`src/rtl/alu_divider.sv`:
```
// Sequential restoring divider: one quotient bit per cycle, WIDTH cycles per division.
// Define ALU_DIVIDER_SIGNED_EN to honour sign_op (two's-complement, truncating toward zero).
module alu_divider #(
    parameter int WIDTH = 32
) (
    input  logic             clk,
    input  logic             reset,
    input  logic             start,
    input  logic             sign_op,
    input  logic [WIDTH-1:0] dividend,
    input  logic [WIDTH-1:0] divisor,
    output logic             busy,
    output logic             done,
    output logic [WIDTH-1:0] quotient,
    output logic [WIDTH-1:0] remainder,
    output logic             div_by_zero
);

    localparam int CW = (WIDTH > 1) ? $clog2(WIDTH) : 1;

    typedef enum logic [1:0] {IDLE, CALC, DONE} state_t;

    state_t           state_q, state_d;
    logic [WIDTH:0]   rem_q, rem_d;
    logic [WIDTH-1:0] quo_q, quo_d;
    logic [WIDTH-1:0] div_q, div_d;
    logic [WIDTH-1:0] quotient_q, quotient_d;
    logic [WIDTH-1:0] remainder_q, remainder_d;
    logic [CW-1:0]    cnt_q, cnt_d;
    logic             dbz_q, dbz_d;

    logic [WIDTH+1:0] shifted, diff;
    logic             borrow;
    logic [WIDTH:0]   rem_next;
    logic [WIDTH-1:0] quo_next, quo_final, rem_final;
    logic [WIDTH-1:0] dividend_mag, divisor_mag;

`ifdef ALU_DIVIDER_SIGNED_EN
    logic neg_q_q, neg_q_d, neg_r_q, neg_r_d;
`else
    logic unused_sign_op;
    assign unused_sign_op = sign_op;
`endif

    // One restoring step; the extra top bit of shifted turns the subtract's MSB into the borrow.
    always_comb begin
        shifted      = {rem_q, quo_q[WIDTH-1]};
        diff         = shifted - {2'b00, div_q};
        borrow       = diff[WIDTH+1];
        rem_next     = borrow ? shifted[WIDTH:0] : diff[WIDTH:0];
        quo_next     = {quo_q[WIDTH-2:0], ~borrow};
        quo_final    = quo_next;
        rem_final    = rem_next[WIDTH-1:0];
        dividend_mag = dividend;
        divisor_mag  = divisor;
`ifdef ALU_DIVIDER_SIGNED_EN
        if (neg_q_q) quo_final = -quo_next;
        if (neg_r_q) rem_final = -rem_next[WIDTH-1:0];
        if (sign_op && dividend[WIDTH-1]) dividend_mag = -dividend;
        if (sign_op && divisor[WIDTH-1])  divisor_mag  = -divisor;
`endif
    end

    always_comb begin
        state_d     = state_q;
        rem_d       = rem_q;
        quo_d       = quo_q;
        div_d       = div_q;
        cnt_d       = cnt_q;
        dbz_d       = dbz_q;
        quotient_d  = quotient_q;
        remainder_d = remainder_q;
`ifdef ALU_DIVIDER_SIGNED_EN
        neg_q_d     = neg_q_q;
        neg_r_d     = neg_r_q;
`endif
        case (state_q)
            IDLE, DONE: begin
                state_d = IDLE;
                if (start) begin
                    dbz_d = 1'b0;
                    cnt_d = CW'(WIDTH - 1);
                    div_d = divisor_mag;
                    quo_d = dividend_mag;
                    rem_d = '0;
`ifdef ALU_DIVIDER_SIGNED_EN
                    neg_q_d = sign_op && (dividend[WIDTH-1] ^ divisor[WIDTH-1]);
                    neg_r_d = sign_op && dividend[WIDTH-1];
`endif
                    // Zero divisor bypasses the iterations and reports the raw dividend.
                    if (divisor == '0) begin
                        state_d     = DONE;
                        dbz_d       = 1'b1;
                        quotient_d  = '1;
                        remainder_d = dividend;
                    end else begin
                        state_d = CALC;
                    end
                end
            end
            CALC: begin
                rem_d = rem_next;
                quo_d = quo_next;
                if (cnt_q == '0) begin
                    state_d     = DONE;
                    quotient_d  = quo_final;
                    remainder_d = rem_final;
                end else begin
                    cnt_d = cnt_q - 1'b1;
                end
            end
            default: state_d = IDLE;
        endcase
    end

    always_ff @(posedge clk) begin
        if (reset) begin
            state_q     <= IDLE;
            rem_q       <= '0;
            quo_q       <= '0;
            div_q       <= '0;
            cnt_q       <= '0;
            dbz_q       <= 1'b0;
            quotient_q  <= '0;
            remainder_q <= '0;
`ifdef ALU_DIVIDER_SIGNED_EN
            neg_q_q     <= 1'b0;
            neg_r_q     <= 1'b0;
`endif
        end else begin
            state_q     <= state_d;
            rem_q       <= rem_d;
            quo_q       <= quo_d;
            div_q       <= div_d;
            cnt_q       <= cnt_d;
            dbz_q       <= dbz_d;
            quotient_q  <= quotient_d;
            remainder_q <= remainder_d;
`ifdef ALU_DIVIDER_SIGNED_EN
            neg_q_q     <= neg_q_d;
            neg_r_q     <= neg_r_d;
`endif
        end
    end

    assign busy        = (state_q == CALC);
    assign done        = (state_q == DONE);
    assign quotient    = quotient_q;
    assign remainder   = remainder_q;
    assign div_by_zero = dbz_q;

endmodule
```
`config.mk`:
```
export PLATFORM = sky130hd
export DESIGN_NAME = alu_divider
export DESIGN_NICKNAME = d
export VERILOG_FILES = /design/src/rtl/alu_divider.sv
export SDC_FILE = /design/constraint.sdc
export NUM_CORES = 1
export LEC_CHECK = 0
export CORE_ASPECT_RATIO = 1.5
export CORE_MARGIN = 5
export CORE_UTILIZATION = 59
export DETAILED_ROUTE_END_ITERATION = 7
export PLACE_DENSITY = 0.86
export SLEW_MARGIN = 15
export SYNTH_ARGS = -nofsm -noshare
export SYNTH_HDL_FRONTEND = slang
export SYNTH_SLANG_ARGS = --single-unit
```
`constraint.sdc`:
```
create_clock -name clk -period 4.3 [get_ports clk]
set_input_delay 0.86 -clock clk [delete_from_list [all_inputs] [get_ports clk]]
set_output_delay 0.86 -clock clk [all_outputs]
set_load 0.03 [all_outputs]
```
### Word-level counts from Yosys, hierarchy flattened

Index checks and enable logic that the tools add are counted.

* flip-flop bits (word level): 169
* input bits: 68
* output and inout bits: 67
* logic and storage cells: 47

* add/subtract/negate cells: 2
* equality and inequality tests: 6
* mux-type cells: 21
* bitwise operators: 1
* reduce and logical (&&, ||, !) cells: 9

Operators with widths (count)
* 32-bit 2-to-1 mux: 7
* 32-bit one-hot mux with 2 select lines: 3
* 33-bit 2-to-1 mux: 2
* 33-bit one-hot mux with 2 select lines: 1
* 34-bit by 32-bit subtractor with 34-bit output: 1
* 32-bit zero test: 1
* 5-bit 2-to-1 mux: 2
* 5-bit one-hot mux with 2 select lines: 1
* 2-bit 2-to-1 mux: 3
* 2-bit != test (second input constant): 3
* 5-bit zero test: 1
* 5-bit by 1-bit subtractor with 5-bit output (second input constant): 1
* 2-bit one-hot mux with 2 select lines: 1
* 2-bit AND reduction: 2
* 4-bit AND reduction: 1
* 3-bit AND reduction: 1
* 2-bit by 1-bit equality test with 1-bit output (second input constant): 1
* 2-bit equality test (second input constant): 1
* 2-bit zero test: 1
* 2-bit by 1-bit != test with 1-bit output (second input constant): 1
* 2-bit nonzero test: 1
* 2-bit OR reduction: 1
* 1-bit 2-to-1 mux: 1
* 1-bit NOT: 1

### Depth between registers and ports, before layout

Gate-level depths: netlist of run 1.

* depth in word-level cells: 4
* mapped depth: 15
* gate-level depth less buffers: 13

### Worst setup path before layout of run 1

No wires, ideal clock.

* kind: flip-flop to flip-flop
* start point: register div_q[10]
* end point: register remainder_q[18], in the netlist remainder[18]
* library setup time: 122 ps
* data arrival time: 2795 ps
* required time: 4178 ps
* path slack: 1383 ps
* stages on the path, launching flop included: 14
* buffers on the path: 2
* period minus slack after synthesis: 2917 ps
* cell sequence: dfxtp_1 > inv_1 > ha_1 > buf_2 > and4_1 > nand3_1 > o22ai_1 > a31oi_1 > a211o_1 > and3b_1 > buf_6 > nor2_4 > mux2_1 > a311o_1

* cells in the longest elaborated chain, start to end: 4

Ends and longest elaborated chain
* start: declaration: RTL line 26 `logic [WIDTH-1:0] div_q, div_d;`
* start signal: assignment: RTL line 134 `div_q <= div_d;`
* 34-bit by 32-bit subtractor with 34-bit output: RTL line 48 `diff = shifted - {2'b00, div_q};`
* 33-bit 2-to-1 mux: RTL line 50 `rem_next = borrow ? shifted[WIDTH:0] : diff[WIDTH:0];`
* 32-bit 2-to-1 mux: RTL line 104 `if (cnt_q == '0) begin`
* 32-bit one-hot mux with 2 select lines: RTL line 77 `case (state_q)`
* end signal: assignment: RTL line 138 `remainder_q <= remainder_d;`
* end: declaration: RTL line 28 `logic [WIDTH-1:0] remainder_q, remainder_d;`

No other way between the ends. The select of a mux whose other input is x is not followed.
A chain may end at the register's enable or synchronous reset.

### Worst setup path in the final report of run 1

* start point: register quo_q[31]
* end point: register remainder_q[24], in the netlist remainder[24]

* cells in the longest elaborated chain, start to end: 4

Ends and longest elaborated chain
* start: declaration: RTL line 25 `logic [WIDTH-1:0] quo_q, quo_d;`
* start signal: assignment: RTL line 133 `quo_q <= quo_d;`
* 34-bit by 32-bit subtractor with 34-bit output: RTL line 48
* 33-bit 2-to-1 mux: RTL line 50
* 32-bit 2-to-1 mux: RTL line 104
* 32-bit one-hot mux with 2 select lines: RTL line 77

No other way between the ends. The select of a mux whose other input is x is not followed.

==> impl_metrics.ini, run 1 <==
[detailed_routing]
first_pass_iters = 8
ant_nets = 0
route.detailed.drc = 1
wirelength_um = 24000
vias = 8357
avgRoutedWirePerCell_um = 17.6
drtIter0Drc = 614
via_per_inst = 6.14

[logic_synthesis]
syn_nets = 1168
yosysWarnings = 0
ys_seq_area_share_pct = 39.0
ys_ff_latch = 169
async_flop_share_pct = 0
synth_flop_cell = dfxtp_1
netlist_instances = 1065
yosysUniqueCellTypes = 68
syn-cell-area_sq_um = 8670
postSynthAreaPerCell_sq_um = 8.14
synth-edff-count = 0

[cts]
htreeDepth = 4
cts_buffers = 17
cts_sinks = 169
holdBufCountCts = 0
clockBufferDepth = 2
insertion_delay_ns = 0.43
cts.repair.resized = 0
cts-root-buf = clkbuf_16
cts_tree = built
path_clk_slew_ns = 0.07
post_cts_buffers = 0

[critical_path]
path_depth = 13
r2r_cells = 13
crit_end = remainder[24]
worst-r2r-setup-slack_ns = 0.59
worstSetupPathType = flip-flop to flip-flop
cpPeakStageDelay_ns = 0.57
critPathBufInv = 2
cp.arrival_ns = 4.06
critPathMaxFanout = 3
timing.rr.start = quo_q[31]
crit_path_cell_trace = inv_1, ha_1, inv_1, fa_1, a211oi_1, o2111ai_1, a31oi_1, nand2_1, nand4_1, mux2_2, a2111oi_0, mux2i_1, a211oi_1
required_ns = 4.64
crit_start = quo_q[31]
cp-start-kind = flip-flop
rr_endpoint = remainder[24]
cpMaxStageDelayCell = a2111oi_0
critical-path-top-delay-family = compound AO/OA/AOI/OAI gates
endpoint_kind = flip-flop

[grt]
grt_pass1_wl_um = 38700
antenna_found_initial = 0
grt_pass1_vias = 7812
grt_max_degree = 101
overflow = 0
grt_use_total_pct = 27.8

[sta]
max_clock_freq_mhz = 269
period_needed_ns = 3.71
slew_violations = 0
skew_ns = 0.0103
grt_setup_unrepaired = no
tns_ns = 0
slew_headroom_pct = 24.6
worst_pin_slew_ns = 1.13
finalHoldViolations = 0
period_share_pct = 86.3
setup_viol = 0

[power_and_ir_drop]
p_per_area_nw_per_um2 = 602
ir_worst_vdd_mv = 0.396
p_leak_uw = 0.00406

[placement]
gp_congestion = 0.886
dp_hpwl_um = 17300
placed_cell_area_sq_um = 10100
io_buffers = 133

[floorplan]
num_io_pins = 135
row_count = 54
core-area_sq_um = 14500
start_util_pct = 59.7
fp.dieH_um = 158
die-area_sq_um = 17300
die_w_um = 109

[outcome]
violations = DRC
status = finished, violations left

[min_path]
hold_class = flip-flop to flip-flop
worstHoldPathCells = 2

[layout]
nNetsFinal = 1254
drive_gt1_share_pct = 8.25
nFillCells = 1121
fin_util_pct = 73.1
register_area_sq_um = 3380
syn_to_final_growth_pct = 22.4
diodes = 0
multi_input_area_sq_um = 4800
final_area_sq_um = 10600

[job]
drv_cap = 0
[area by class of cell]
| type | instances | area share (%) |
|---|---|---|
| clock buffers | 18 | 4.04 |
| clock inverters | 14 | 1.26 |
| repair buffers | 151 | 13.8 |
| well taps | 196 | 2.31 |
| flip-flops and latches | 169 | 31.9 |
| inverters | 43 | 1.52 |
| multi-input cells | 769 | 45.2 |
[cells in the mapped netlist (11+ instances only)]
cell type | instances | area (sq um)
a21o_1 | 15 | 113
a21oi_1 | 78 | 390
a311oi_1 | 34 | 298
a31oi_1 | 14 | 87.6
clkbuf_1 | 64 | 240
dfxtp_1 | 169 | 3380
ha_1 | 34 | 425
inv_1 | 43 | 161
mux2i_1 | 24 | 240
nand2_1 | 207 | 777
nand3_1 | 16 | 80.1
nand4_1 | 14 | 87.6
nor2_1 | 65 | 244
nor3_1 | 26 | 130
o211ai_1 | 11 | 82.6
o21ai_0 | 55 | 275
o221a_2 | 31 | 349
xnor2_1 | 17 | 149
xor2_1 | 13 | 114
[worst min-delay path, stage by stage (launching register included)]
cell,delay (ns)
dfxtp_1,0.31
nand2_1,0.05
a21oi_1,0.05
[how the worst min path moves through the flow]
stage | start | endpoint
3_5_place_dp | div_q[13] | div_q[13]
5_1_grt | div_q[13] | div_q[13]
3_3_place_gp | div_q[18] | div_q[18]
4_1_cts | div_q[13] | div_q[13]
2_1_floorplan | div_q[10] | div_q[10]
6_report | div_q[14] | div_q[14]
[registers in the layout, indices dropped and copies added, names as in the netlist]
name,flops
rem_q,33
div_q,32
quo_q,32
quotient,32
remainder,32
cnt_q,5
state_q,2
div_by_zero,1
[stage by stage]
step / worst slack (ns) / std cells / power [uW] / hold WS [ns]
after global placement: 0.760 / 1328 / 4810 / 0.442
after detailed placement: 0.679 / 1328 / 4850 / 0.447
after CTS: 0.682 / 1360 / 6330 / 0.456
after floorplan: 1.38 / 1065 / 4220 / 0.436
final: 0.588 / 1360 / 6390 / 0.454
after global routing: 0.374 / 1360 / 6740 / 0.467
[per-layer routing]
metal / wire [um] / GRT usage [%]
met4: 675 / 10.1
met2: 11900 / 47.5
met3: 1530 / 3.77
met5: 0 / 0
met1: 9850 / 35.6
[power breakdown]
part,switching (uW),internal [uW]
Sequential,135,1720
Clock,699,765
Combinational,1840,1220
Total,2680,3710
[cells by family after synthesis]
kind of cell | count (synthesis) | share of synthesized area, %
compound gates | 305 | 24.9
buf+inv | 127 | 5.94
flops | 169 | 39.0
xor+xnor | 30 | 3.03
simple gates | 372 | 18.8
fa+ha+maj | 35 | 5.14
mux | 27 | 3.16
[cell usage in the layout, fill, tap and decap left out, types with 15 or more instances in the layout]
cell type and instances:
nand2_1 207, nor2_1 65, buf_4 18, clkbuf_16 17, ha_1 34, mux2i_1 24, xnor2_1 17, a21o_1 15
dfxtp_1 169, a21oi_1 78, nor3_1 24, nand3_1 16, inv_1 42, o21ai_0 55, o221a_2 31, clkdlybuf4s50_1 132
a311oi_1 34
Note: power is estimated with default switching activity, not from simulation.
==> run 2, diff against run 1 <==
--- a/config.mk
+++ b/config.mk
@@ -5,6 +5,7 @@
 export SDC_FILE = /design/constraint.sdc
 export NUM_CORES = 1
 export LEC_CHECK = 0
+export CAP_MARGIN = 0
 export CORE_ASPECT_RATIO = 1.5
 export CORE_MARGIN = 5
 export CORE_UTILIZATION = 59
==> results of run 2 <==
Same layout as run 1: the final DEF is identical, and so are final timing and power.
